[src/rtl/difftest_pkg.sv]
`default_nettype none
// ============================================================================
//  Module      : difftest_pkg
//  Description : Shared types for the difftest commit path: the commit-entry
//                record, the FIFO slot record (entry + trap tag), the trap
//                opcode constant and the monitor state encoding.
//  Revision    : 1.0 - initial release
// ============================================================================
package difftest_pkg;

    // Storage width of PC/data fields; the monitor's XLEN must not exceed it.
    localparam int         c_XLEN_MAX    = 64;
    localparam logic [6:0] c_TRAP_OPCODE = 7'h6b;

    typedef enum logic [1:0] {
        ST_RUN   = 2'd0,
        ST_DRAIN = 2'd1,
        ST_HALT  = 2'd2
    } state_e;

    typedef struct packed {
        logic [c_XLEN_MAX-1:0] pc;
        logic [31:0]           inst;
        logic                  wen;
        logic [4:0]            wdest;
        logic [c_XLEN_MAX-1:0] wdata;
    } commit_entry_t;

    // A queued commit plus the trap tag and the trap code captured with it.
    typedef struct packed {
        commit_entry_t c;
        logic          trap;
        logic [7:0]    code;
    } fifo_entry_t;

endpackage
`default_nettype wire

[src/rtl/commit_fifo.sv]
`default_nettype none
// ============================================================================
//  Module      : commit_fifo
//  Description : Circular buffer accepting up to NCH entries per cycle
//                (already compacted into slots 0..wr_cnt_i-1) and releasing
//                one entry per cycle from the head.
//  Ports       : clk, rst_n      - clock, asynchronous active-low reset
//                wr_cnt_i        - number of slots of wr_data_i to append
//                wr_data_i       - compacted entries, slot 0 is oldest
//                rd_en_i         - drop the head entry this edge
//                rd_data_o       - current head entry
//                count_o         - number of entries held
//  Revision    : 1.0 - initial release
// ============================================================================
module commit_fifo
    import difftest_pkg::*;
#(
    parameter  int NCH   = 2,
    parameter  int DEPTH = 8,
    localparam int PW    = $clog2(DEPTH),
    localparam int CW    = $clog2(DEPTH + 1),
    localparam int WCW   = $clog2(NCH + 1)
) (
    input  logic                      clk,
    input  logic                      rst_n,
    input  logic [WCW-1:0]            wr_cnt_i,
    input  fifo_entry_t [NCH-1:0]     wr_data_i,
    input  logic                      rd_en_i,
    output fifo_entry_t               rd_data_o,
    output logic [CW-1:0]             count_o
);

    fifo_entry_t     mem_q [DEPTH];
    logic [PW-1:0]   wr_ptr_q;
    logic [PW-1:0]   rd_ptr_q;
    logic [CW-1:0]   count_q;

    // Storage carries no reset: only slots covered by count are ever read.
    always_ff @(posedge clk) begin
        for (int k = 0; k < NCH; k++) begin
            if (WCW'(k) < wr_cnt_i) begin
                mem_q[wr_ptr_q + PW'(k)] <= wr_data_i[k];
            end
        end
    end

    always_ff @(posedge clk or negedge rst_n) begin
        if (!rst_n) begin
            wr_ptr_q <= '0;
            rd_ptr_q <= '0;
            count_q  <= '0;
        end else begin
            // Pointers are log2(DEPTH) wide, so the sums wrap modulo DEPTH.
            wr_ptr_q <= wr_ptr_q + PW'(wr_cnt_i);
            if (rd_en_i) begin
                rd_ptr_q <= rd_ptr_q + PW'(1);
            end
            count_q <= count_q + CW'(wr_cnt_i) - CW'(rd_en_i);
        end
    end

    assign rd_data_o = mem_q[rd_ptr_q];
    assign count_o   = count_q;

endmodule
`default_nettype wire

[src/rtl/commit_stream_monitor.sv]
`default_nettype none
// ============================================================================
//  Module      : commit_stream_monitor
//  Description : Collects up to NCH retire events per cycle, queues them in
//                order and replays them one per cycle on a single commit
//                port. Tracks cycle/instruction counters, input overflow and
//                the good/bad trap instruction.
//  Ports       : clk, rst_n             - clock, asynchronous active-low reset
//                in_valid/pc/inst/wen/wdest/wdata - per-lane commit inputs
//                in_a0                  - x10 value, source of the trap code
//                in_ready               - all lanes may be presented
//                out_valid/pc/inst/wen/wdest/wdata - single commit port
//                trap_valid/code/pc     - sticky trap report
//                cycle_cnt, instr_cnt   - activity counters
//                overflow               - sticky dropped-input flag
//  Revision    : 1.0 - initial release
// ============================================================================
module commit_stream_monitor
    import difftest_pkg::*;
#(
    parameter int         NCH         = 2,
    parameter int         DEPTH       = 8,
    parameter int         XLEN        = 64,
    parameter logic [6:0] TRAP_OPCODE = c_TRAP_OPCODE
) (
    input  logic                clk,
    input  logic                rst_n,
    input  logic [NCH-1:0]      in_valid,
    input  logic [NCH*XLEN-1:0] in_pc,
    input  logic [NCH*32-1:0]   in_inst,
    input  logic [NCH-1:0]      in_wen,
    input  logic [NCH*5-1:0]    in_wdest,
    input  logic [NCH*XLEN-1:0] in_wdata,
    input  logic [XLEN-1:0]     in_a0,
    output logic                in_ready,
    output logic                out_valid,
    output logic [XLEN-1:0]     out_pc,
    output logic [31:0]         out_inst,
    output logic                out_wen,
    output logic [7:0]          out_wdest,
    output logic [XLEN-1:0]     out_wdata,
    output logic                trap_valid,
    output logic [7:0]          trap_code,
    output logic [XLEN-1:0]     trap_pc,
    output logic [63:0]         cycle_cnt,
    output logic [63:0]         instr_cnt,
    output logic                overflow
);

    localparam int              CW          = $clog2(DEPTH + 1);
    localparam int              WCW         = $clog2(NCH + 1);
    localparam logic [CW-1:0]   c_READY_MAX = CW'(DEPTH - NCH);

    state_e                 state_q;
    logic                   out_valid_q;
    logic [XLEN-1:0]        out_pc_q;
    logic [31:0]            out_inst_q;
    logic                   out_wen_q;
    logic [7:0]             out_wdest_q;
    logic [XLEN-1:0]        out_wdata_q;
    logic                   trap_valid_q;
    logic [7:0]             trap_code_q;
    logic [XLEN-1:0]        trap_pc_q;
    logic [63:0]            cycle_cnt_q;
    logic [63:0]            instr_cnt_q;
    logic                   overflow_q;

    fifo_entry_t [NCH-1:0]  w_lane;
    fifo_entry_t [NCH-1:0]  w_wr_data;
    logic [WCW-1:0]         w_slot;
    logic [WCW-1:0]         w_wr_cnt;
    logic                   w_trap_seen;
    logic                   w_ready;
    logic                   w_pop;
    logic [CW-1:0]          w_count;
    fifo_entry_t            w_head;
    logic                   w_unused_a0;

    // Only the low byte of a0 forms the trap code.
    assign w_unused_a0 = &{1'b0, in_a0[XLEN-1:8]};

    // Unpack the flat lane buses into entry records.
    always_comb begin
        for (int k = 0; k < NCH; k++) begin
            w_lane[k].c.pc    = c_XLEN_MAX'(in_pc[k*XLEN +: XLEN]);
            w_lane[k].c.inst  = in_inst[k*32 +: 32];
            w_lane[k].c.wen   = in_wen[k];
            w_lane[k].c.wdest = in_wdest[k*5 +: 5];
            w_lane[k].c.wdata = c_XLEN_MAX'(in_wdata[k*XLEN +: XLEN]);
            w_lane[k].trap    = (in_inst[k*32 +: 7] == TRAP_OPCODE);
            w_lane[k].code    = in_a0[7:0];
        end
    end

    // Lane compaction: each valid lane takes the next free slot, so invalid
    // lanes leave no hole. Everything younger than a trap lane is dropped.
    always_comb begin
        w_wr_data   = '0;
        w_slot      = '0;
        w_trap_seen = 1'b0;
        for (int k = 0; k < NCH; k++) begin
            if (in_valid[k] && !w_trap_seen) begin
                for (int j = 0; j < NCH; j++) begin
                    if (w_slot == WCW'(j)) begin
                        w_wr_data[j] = w_lane[k];
                    end
                end
                w_slot = w_slot + WCW'(1);
                if (w_lane[k].trap) begin
                    w_trap_seen = 1'b1;
                end
            end
        end
    end

    // Ready looks only at registered state so it never depends on in_valid
    // or on the pop taking place in the same cycle.
    assign w_ready  = (state_q == ST_RUN) && (w_count <= c_READY_MAX);
    assign w_wr_cnt = w_ready ? w_slot : '0;
    assign w_pop    = (state_q != ST_HALT) && (w_count != '0);

    commit_fifo #(
        .NCH   (NCH),
        .DEPTH (DEPTH)
    ) u_fifo (
        .clk       (clk),
        .rst_n     (rst_n),
        .wr_cnt_i  (w_wr_cnt),
        .wr_data_i (w_wr_data),
        .rd_en_i   (w_pop),
        .rd_data_o (w_head),
        .count_o   (w_count)
    );

    always_ff @(posedge clk or negedge rst_n) begin
        if (!rst_n) begin
            state_q      <= ST_RUN;
            out_valid_q  <= 1'b0;
            out_pc_q     <= '0;
            out_inst_q   <= '0;
            out_wen_q    <= 1'b0;
            out_wdest_q  <= '0;
            out_wdata_q  <= '0;
            trap_valid_q <= 1'b0;
            trap_code_q  <= '0;
            trap_pc_q    <= '0;
            cycle_cnt_q  <= '0;
            instr_cnt_q  <= '0;
            overflow_q   <= 1'b0;
        end else begin
            if (state_q != ST_HALT) begin
                cycle_cnt_q <= cycle_cnt_q + 64'd1;
            end

            // Payload fields hold their last value when nothing is popped.
            out_valid_q <= w_pop;
            if (w_pop) begin
                out_pc_q    <= w_head.c.pc[XLEN-1:0];
                out_inst_q  <= w_head.c.inst;
                out_wen_q   <= w_head.c.wen;
                out_wdest_q <= {3'b000, w_head.c.wdest};
                out_wdata_q <= w_head.c.wdata[XLEN-1:0];
                instr_cnt_q <= instr_cnt_q + 64'd1;
                if (w_head.trap) begin
                    trap_valid_q <= 1'b1;
                    trap_pc_q    <= w_head.c.pc[XLEN-1:0];
                    trap_code_q  <= w_head.code;
                    state_q      <= ST_HALT;
                end
            end

            // A trap can only be accepted in RUN, and a trap can only be
            // popped in DRAIN, so these two state updates never collide.
            if (w_ready && w_trap_seen) begin
                state_q <= ST_DRAIN;
            end

            if ((state_q == ST_RUN) && !w_ready && (|in_valid)) begin
                overflow_q <= 1'b1;
            end
        end
    end

    assign in_ready   = w_ready;
    assign out_valid  = out_valid_q;
    assign out_pc     = out_pc_q;
    assign out_inst   = out_inst_q;
    assign out_wen    = out_wen_q;
    assign out_wdest  = out_wdest_q;
    assign out_wdata  = out_wdata_q;
    assign trap_valid = trap_valid_q;
    assign trap_code  = trap_code_q;
    assign trap_pc    = trap_pc_q;
    assign cycle_cnt  = cycle_cnt_q;
    assign instr_cnt  = instr_cnt_q;
    assign overflow   = overflow_q;

endmodule
`default_nettype wire

[config.mk]
export PLATFORM = sky130hd
export DESIGN_NAME = commit_stream_monitor
export DESIGN_NICKNAME = d
export VERILOG_FILES = /design/src/rtl/difftest_pkg.sv /design/src/rtl/commit_fifo.sv /design/src/rtl/commit_stream_monitor.sv
export SDC_FILE = /design/constraint.sdc
export NUM_CORES = 2
export LEC_CHECK = 0
export ABC_CLOCK_PERIOD_IN_PS = 15150
export CORE_ASPECT_RATIO = 0.6
export CORE_MARGIN = 4
export CORE_UTILIZATION = 53
export DETAILED_ROUTE_END_ITERATION = 10
export HOLD_SLACK_MARGIN = 0.1
export PLACE_DENSITY = 0.86
export SETUP_SLACK_MARGIN = 0.2
export SYNTH_ARGS = -nofsm -noshare
export SYNTH_HDL_FRONTEND = slang
export SYNTH_HIERARCHICAL = 1
export SYNTH_SLANG_ARGS = --single-unit
export TNS_END_PERCENT = 20
[constraint.sdc]
create_clock -name clk -period 15.15 [get_ports clk]
set_input_delay 1.515 -clock clk [delete_from_list [all_inputs] [get_ports clk]]
set_output_delay 1.515 -clock clk [all_outputs]
set_load 0.1 [all_outputs]
# After elaboration in Yosys (flattened, before gate mapping)

Memories as Yosys holds them, arrays and structs flattened.
Index checks and enable logic that the tools add are counted.

Flip-flop bits (word level): 381
Memory bits (writable): 1,400
Input bits: 400
Output and inout port bits: 373
Word-level logic and storage cells: 66
Memories kept: 1

Add/sub/neg operators: 8
Order comparisons: 3
Equality and inequality tests: 4
Multiplexer cells: 18
Reductions and logical operators: 16

Memory list:

| memory       | words | bits a word | read ports | clocked after memory_dff | write ports | line              | RTL |
|---|---|---|---|---|---|---|---|
| u_fifo.mem_q | 8     | 175         | 1          | 0                        | 2           | commit_fifo.sv:33 | `fifo_entry_t mem_q [DEPTH];` |

Operators with widths:

| kind                                                            | number |
|---|---|
| 2-to-1 mux 175 bit                                              | 3 |
| 2-to-1 mux 350 bit                                              | 1 |
| adder 64 x 1 -> 64 bit (second input constant)                  | 2 |
| equality test 7 bit (second input constant)                     | 2 |
| 2-to-1 mux 2 bit                                                | 5 |
| 2-to-1 mux 1 bit                                                | 9 |
| adder 3 x 1 -> 3 bit (second input constant)                    | 2 |
| logical AND 1 bit                                               | 6 |
| adder 4 x 2 -> 4 bit                                            | 1 |
| less-or-equal comparator 4 x 3 -> 1 bit (second input constant) | 1 |
| logical NOT 2 bit                                               | 2 |
| less-than comparator 1 x 2 -> 1 bit (first input constant)      | 2 |
| AND reduction 2 bit                                             | 2 |
| nonzero test 2 bit                                              | 2 |
| nonzero test 4 bit                                              | 1 |
| subtractor 4 x 1 -> 4 bit                                       | 1 |
| adder 3 x 2 -> 3 bit                                            | 1 |
| adder 2 x 1 -> 2 bit (second input constant)                    | 1 |
| equality test 2 x 1 -> 1 bit (second input constant)            | 1 |
| logical NOT 1 bit                                               | 2 |
| inequality test 2 bit (second input constant)                   | 1 |
| OR reduction 2 bit                                              | 1 |

# Depth between registers and ports, before layout

Word-level depth: 10
Mapped depth: 13
Mapped depth without buffers: 13

# Modules after synthesis

The synthesis kept the hierarchy.

By module, submodules not included:

| module                | times used | cells each | area an instance (sq um) | seq. area each (sq um) |
|---|---|---|---|---|
| commit_fifo           | 1          | 3,645      | 70,142.3                 | 42,290.6 |
| commit_stream_monitor | 1          | 1,526      | 17,996.0                 | 9,283.9 |

# Least setup slack after synthesis

No wires, ideal clock.

Path type: register -> register
Start point: register u_fifo.count_q[2] (netlist: u_fifo/count_o[2])
End point: memory u_fifo/mem_q[1][0] in the netlist's numbering (enable)
Library setup time: 0.967 ns
Arrival time: 16.171 ns
Data required time: 14.183 ns
Path slack: -1.989 ns
Stages on the path, launching flop included: 6
Path buffers: 0
Period minus slack after synthesis: 17.139 ns
Cell sequence: dfrtp_1 a31o_2 nor3_1 and2_1 o21ai_0 o31ai_1

RTL lines:

| what                     | line              | RTL |
|---|---|---|
| start: declaration       | commit_fifo.sv:36 | `logic [CW-1:0] count_q;` |
| start signal: assignment | commit_fifo.sv:58 | `count_q <= count_q + CW'(wr_cnt_i) - CW'(rd_en_i);` |
| end: declaration         | commit_fifo.sv:33 |  |

==> results.sh <==
export IMPL_critPathMostFrequentCell="buf_4"
export IMPL_worstSetupPathType="input port to flip-flop"
export IMPL_yosys_top_cells_area="edfxtp_1 48%, mux2_2 21%, dfrtp_1 11%"
export IMPL_pwr_share_seq_pct=52.3
export IMPL_cp_required_ns=15.69
export IMPL_rsz0062_at_grt="false"
export IMPL_sw_frac_of_total_pct=21.2
export IMPL_fin_worst_skew_ns=0.0386
export IMPL_hold_buffers=0
export IMPL_clk_pin_slew_ns=0.07
export IMPL_fmax_mhz=141
export IMPL_max_cap_viol_count=0
export IMPL_drt_first_pass_iters=6
export IMPL_pre_cts_slack_ns=7.35
export IMPL_clkPwrFrac_pct=41.7
export IMPL_synth_warnings=6
export IMPL_ys_ff_latch=1781
export IMPL_clock_path_buffers=4
export IMPL_synth_ff_type="edfxtp_1"
export IMPL_num_vias=52700
export IMPL_fin_crit_sh_pct=46.8
export IMPL_yosysTopAreaCell="edfxtp_1"
export IMPL_netlist_area_mm2=0.0881
export IMPL_internal_power_uw=7980
export IMPL_cp_end_kind="flip-flop"
export IMPL_setup_viol=0
export IMPL_worstPathCellList="clkdlybuf4s50_1 -> and4b_1 -> nand4b_1 -> or2_2 -> and2_1 -> ha_1 -> and2_1 -> nor3b_1 -> nand2_4 -> buf_4 -> buf_4 -> buf_4 -> mux2_2"
export IMPL_place_gp_congestion=0.908
export IMPL_multi_input_area_mm2=0.0350
export IMPL_hold_path_class="flip-flop to flip-flop"
export IMPL_design_area_mm2=0.103
export IMPL_synth_top_area_share_pct=47.7
export IMPL_clock_latency_ns=0.81
export IMPL_root_buffer="clkbuf_16"
export IMPL_core_mm2=0.165
export IMPL_synth_cells_most_frequent="1677 x mux2_2, 1400 x edfxtp_1, 381 x dfrtp_1"
export IMPL_hold_viol=0
export IMPL_cp_top_family="buffers and inverters"
export IMPL_htree_levels=4
export IMPL_p_leak_uw=0.0353
export IMPL_cts_sinks=1781
export IMPL_nFillCells=11400
export IMPL_status="finished clean"
export IMPL_crit_fanout=51
export IMPL_path_buf_inv=4
export IMPL_cts_made_buffers=173
export IMPL_syn_area_per_cell_um2=17.0
export IMPL_async_flop_share_pct=21.4
export IMPL_finalWorstSetupSlack_ns=8.06
export IMPL_ys_types=57
export IMPL_pin_count=773
export IMPL_stdcell_count=8197
export IMPL_reg2reg_slack_ns=9.07
export IMPL_area_growth_syn_to_layout_pct=16.7
export IMPL_die_x_um=534
export IMPL_grt_pass1_wl_um=362000
export IMPL_power_density_mw_per_mm2=98.4
export IMPL_drive_gt1_share_pct=42.8
export IMPL_yosysSeqAreaShare_pct=58.5
export IMPL_worstMarginPinSlew_ns=1.37
export IMPL_nNetsFinal=6216
export IMPL_maxSlewViolCount=0
export IMPL_io_buffers=713
export IMPL_synth_cells=5171
export IMPL_post_cts_resized=0
export IMPL_vias_per_cell=6.43
export IMPL_placed_cells=7851
export IMPL_switchingPower_uw=2150
export IMPL_detail_route_wl_per_cell_um=30.0
export IMPL_wirelength_um=246000
export IMPL_layout_min_cycle_time_ns=7.09
export IMPL_dieArea_mm2=0.173
export IMPL_synth_most_common_cell="mux2_2"
export IMPL_crit_slowest_cell="buf_4"
export IMPL_drtIter0Drc=5630
export IMPL_grt_ovfl_total=0
export IMPL_peakVddDrop_mv=0.0908
export IMPL_tns_ns=0
export IMPL_max_stage_delay_ns=0.96
export IMPL_grt_use_total_pct=27.8
export IMPL_hpwl_um=140000
export IMPL_comb_power_share_pct=5.9
export IMPL_drc=0
export IMPL_drtAntennaViolNets=0
export IMPL_crit_arrival_ns=7.63
export IMPL_cts_tree="yes"
export IMPL_grt_pass1_vias=54700
export IMPL_rows=115
export IMPL_start_util_pct=53.5
export IMPL_antenna_found_initial=42
export IMPL_seq_area_mm2=0.0516
export IMPL_cts_setup_buffers=0
export IMPL_worstSetupStartpointType="input port"
export IMPL_synth_edf_count=1400
export IMPL_grt_max_degree=137
export IMPL_max_slew_margin_rel_pct=7.55
export IMPL_die_h_um=324
export IMPL_placed_area_mm2=0.0974
==> sequential cells by signal, indices dropped and copies added (netlist names) <==
| name | flops |
|---|---|
| u_fifo/wr_ptr_q | 3 |
| state_q | 2 |
| out_inst | 32 |
| out_pc | 64 |
| trap_valid | 1 |
| instr_cnt | 64 |
| u_fifo/count_o | 4 |
| u_fifo/mem_q | 1400 |
| trap_code | 8 |
| out_wdest | 5 |
| overflow | 1 |
| out_valid | 1 |
| trap_pc | 64 |
| u_fifo/rd_ptr_q | 3 |
| out_wen | 1 |
| cycle_cnt | 64 |
| out_wdata | 64 |
==> power by group through the flow <==
| stage | combinational [µW] | clock, µW | sequential (µW) |
|---|---|---|---|
| after floorplan | 362 | 0 | 5400 |
| after CTS | 591 | 4280 | 5300 |
| after global placement | 555 | 0 | 5400 |
| after global routing | 641 | 4500 | 5300 |
| after detailed placement | 583 | 0 | 5400 |
| final | 599 | 4230 | 5300 |
==> metrics by stage <==
stage	utilization (%)	hold WS (ns)	power, µW
final	62.5	0.469	10100
after floorplan	-	0.510	5770
after CTS	62.4	0.469	10200
after detailed placement	59.1	0.451	5990
after global routing	62.5	0.482	10400
after global placement	59.1	0.448	5960
==> per-layer routing <==
metal	global-route usage (%)	share of wire [%]	vias to the layer above
li1	-	-	21800
met1	37.8	39	27400
met2	44.8	48	2999
met3	5.66	9.3	481
met4	9.95	3.5	8
met5	0	0.024	-
==> cell families (layout without fill, tap and decap cells) <==
kind of cell | count (synthesis) | count (layout) | synth area share [%]
AO/OA/AOI/OAI | 185 | 185 | 1.79
other | 1 | 40 | 0.00425
adder cells (fa/ha/maj) | 13 | 13 | 0.202
buffers and inverters | 375 | 1139 | 2.01
XOR/XNOR | 133 | 133 | 1.34
flip-flops | 1781 | 1781 | 58.5
multiplexers | 2166 | 2166 | 32.7
AND/OR/NAND/NOR | 517 | 517 | 3.40
==> path summary, 6_finish.rpt <==
path | from | endpoint | depth (start not counted)
min in group asynchronous | rst_n | instr_cnt[57]$_DFFE_PN0N_ | 1
hold reg to reg | trap_valid$_DFFE_PN0P_ | trap_valid$_DFFE_PN0P_ | 1
setup reg to reg | u_fifo/count_o[2]$_DFF_PN0_ | u_fifo/mem_q[6][44]$_DFFE_PP_ | 9
hold / removal | trap_valid$_DFFE_PN0P_ | trap_valid$_DFFE_PN0P_ | 1
setup / recovery | in_inst[5] | u_fifo/mem_q[1][121]$_DFFE_PP_ | 13
max in group asynchronous | rst_n | out_pc[25]$_DFFE_PN0N_ | 4
==> layout make-up <==
type,count,area share [%]
flip-flops and latches,1781,50.1
multi-input cells,3017,34.0
clock buffers,237,4.74
inverters,32,0.117
diodes,37,0.0900
clock inverters,72,0.524
well taps,2223,2.70
repair buffers,798,7.67
==> cell usage in the layout (no fill, tap or decap), types with 64 or more instances in the layout <==
cell,n
mux2_2,1677
edfxtp_1,1400
clkdlybuf4s50_1,709
dfrtp_1,378
mux4_2,350
and2_1,182
clkbuf_16,177
a22o_1,164
mux2_4,139
buf_4,78
xor2_1,67
xnor2_1,64
(Power assumes the default switching activity.)
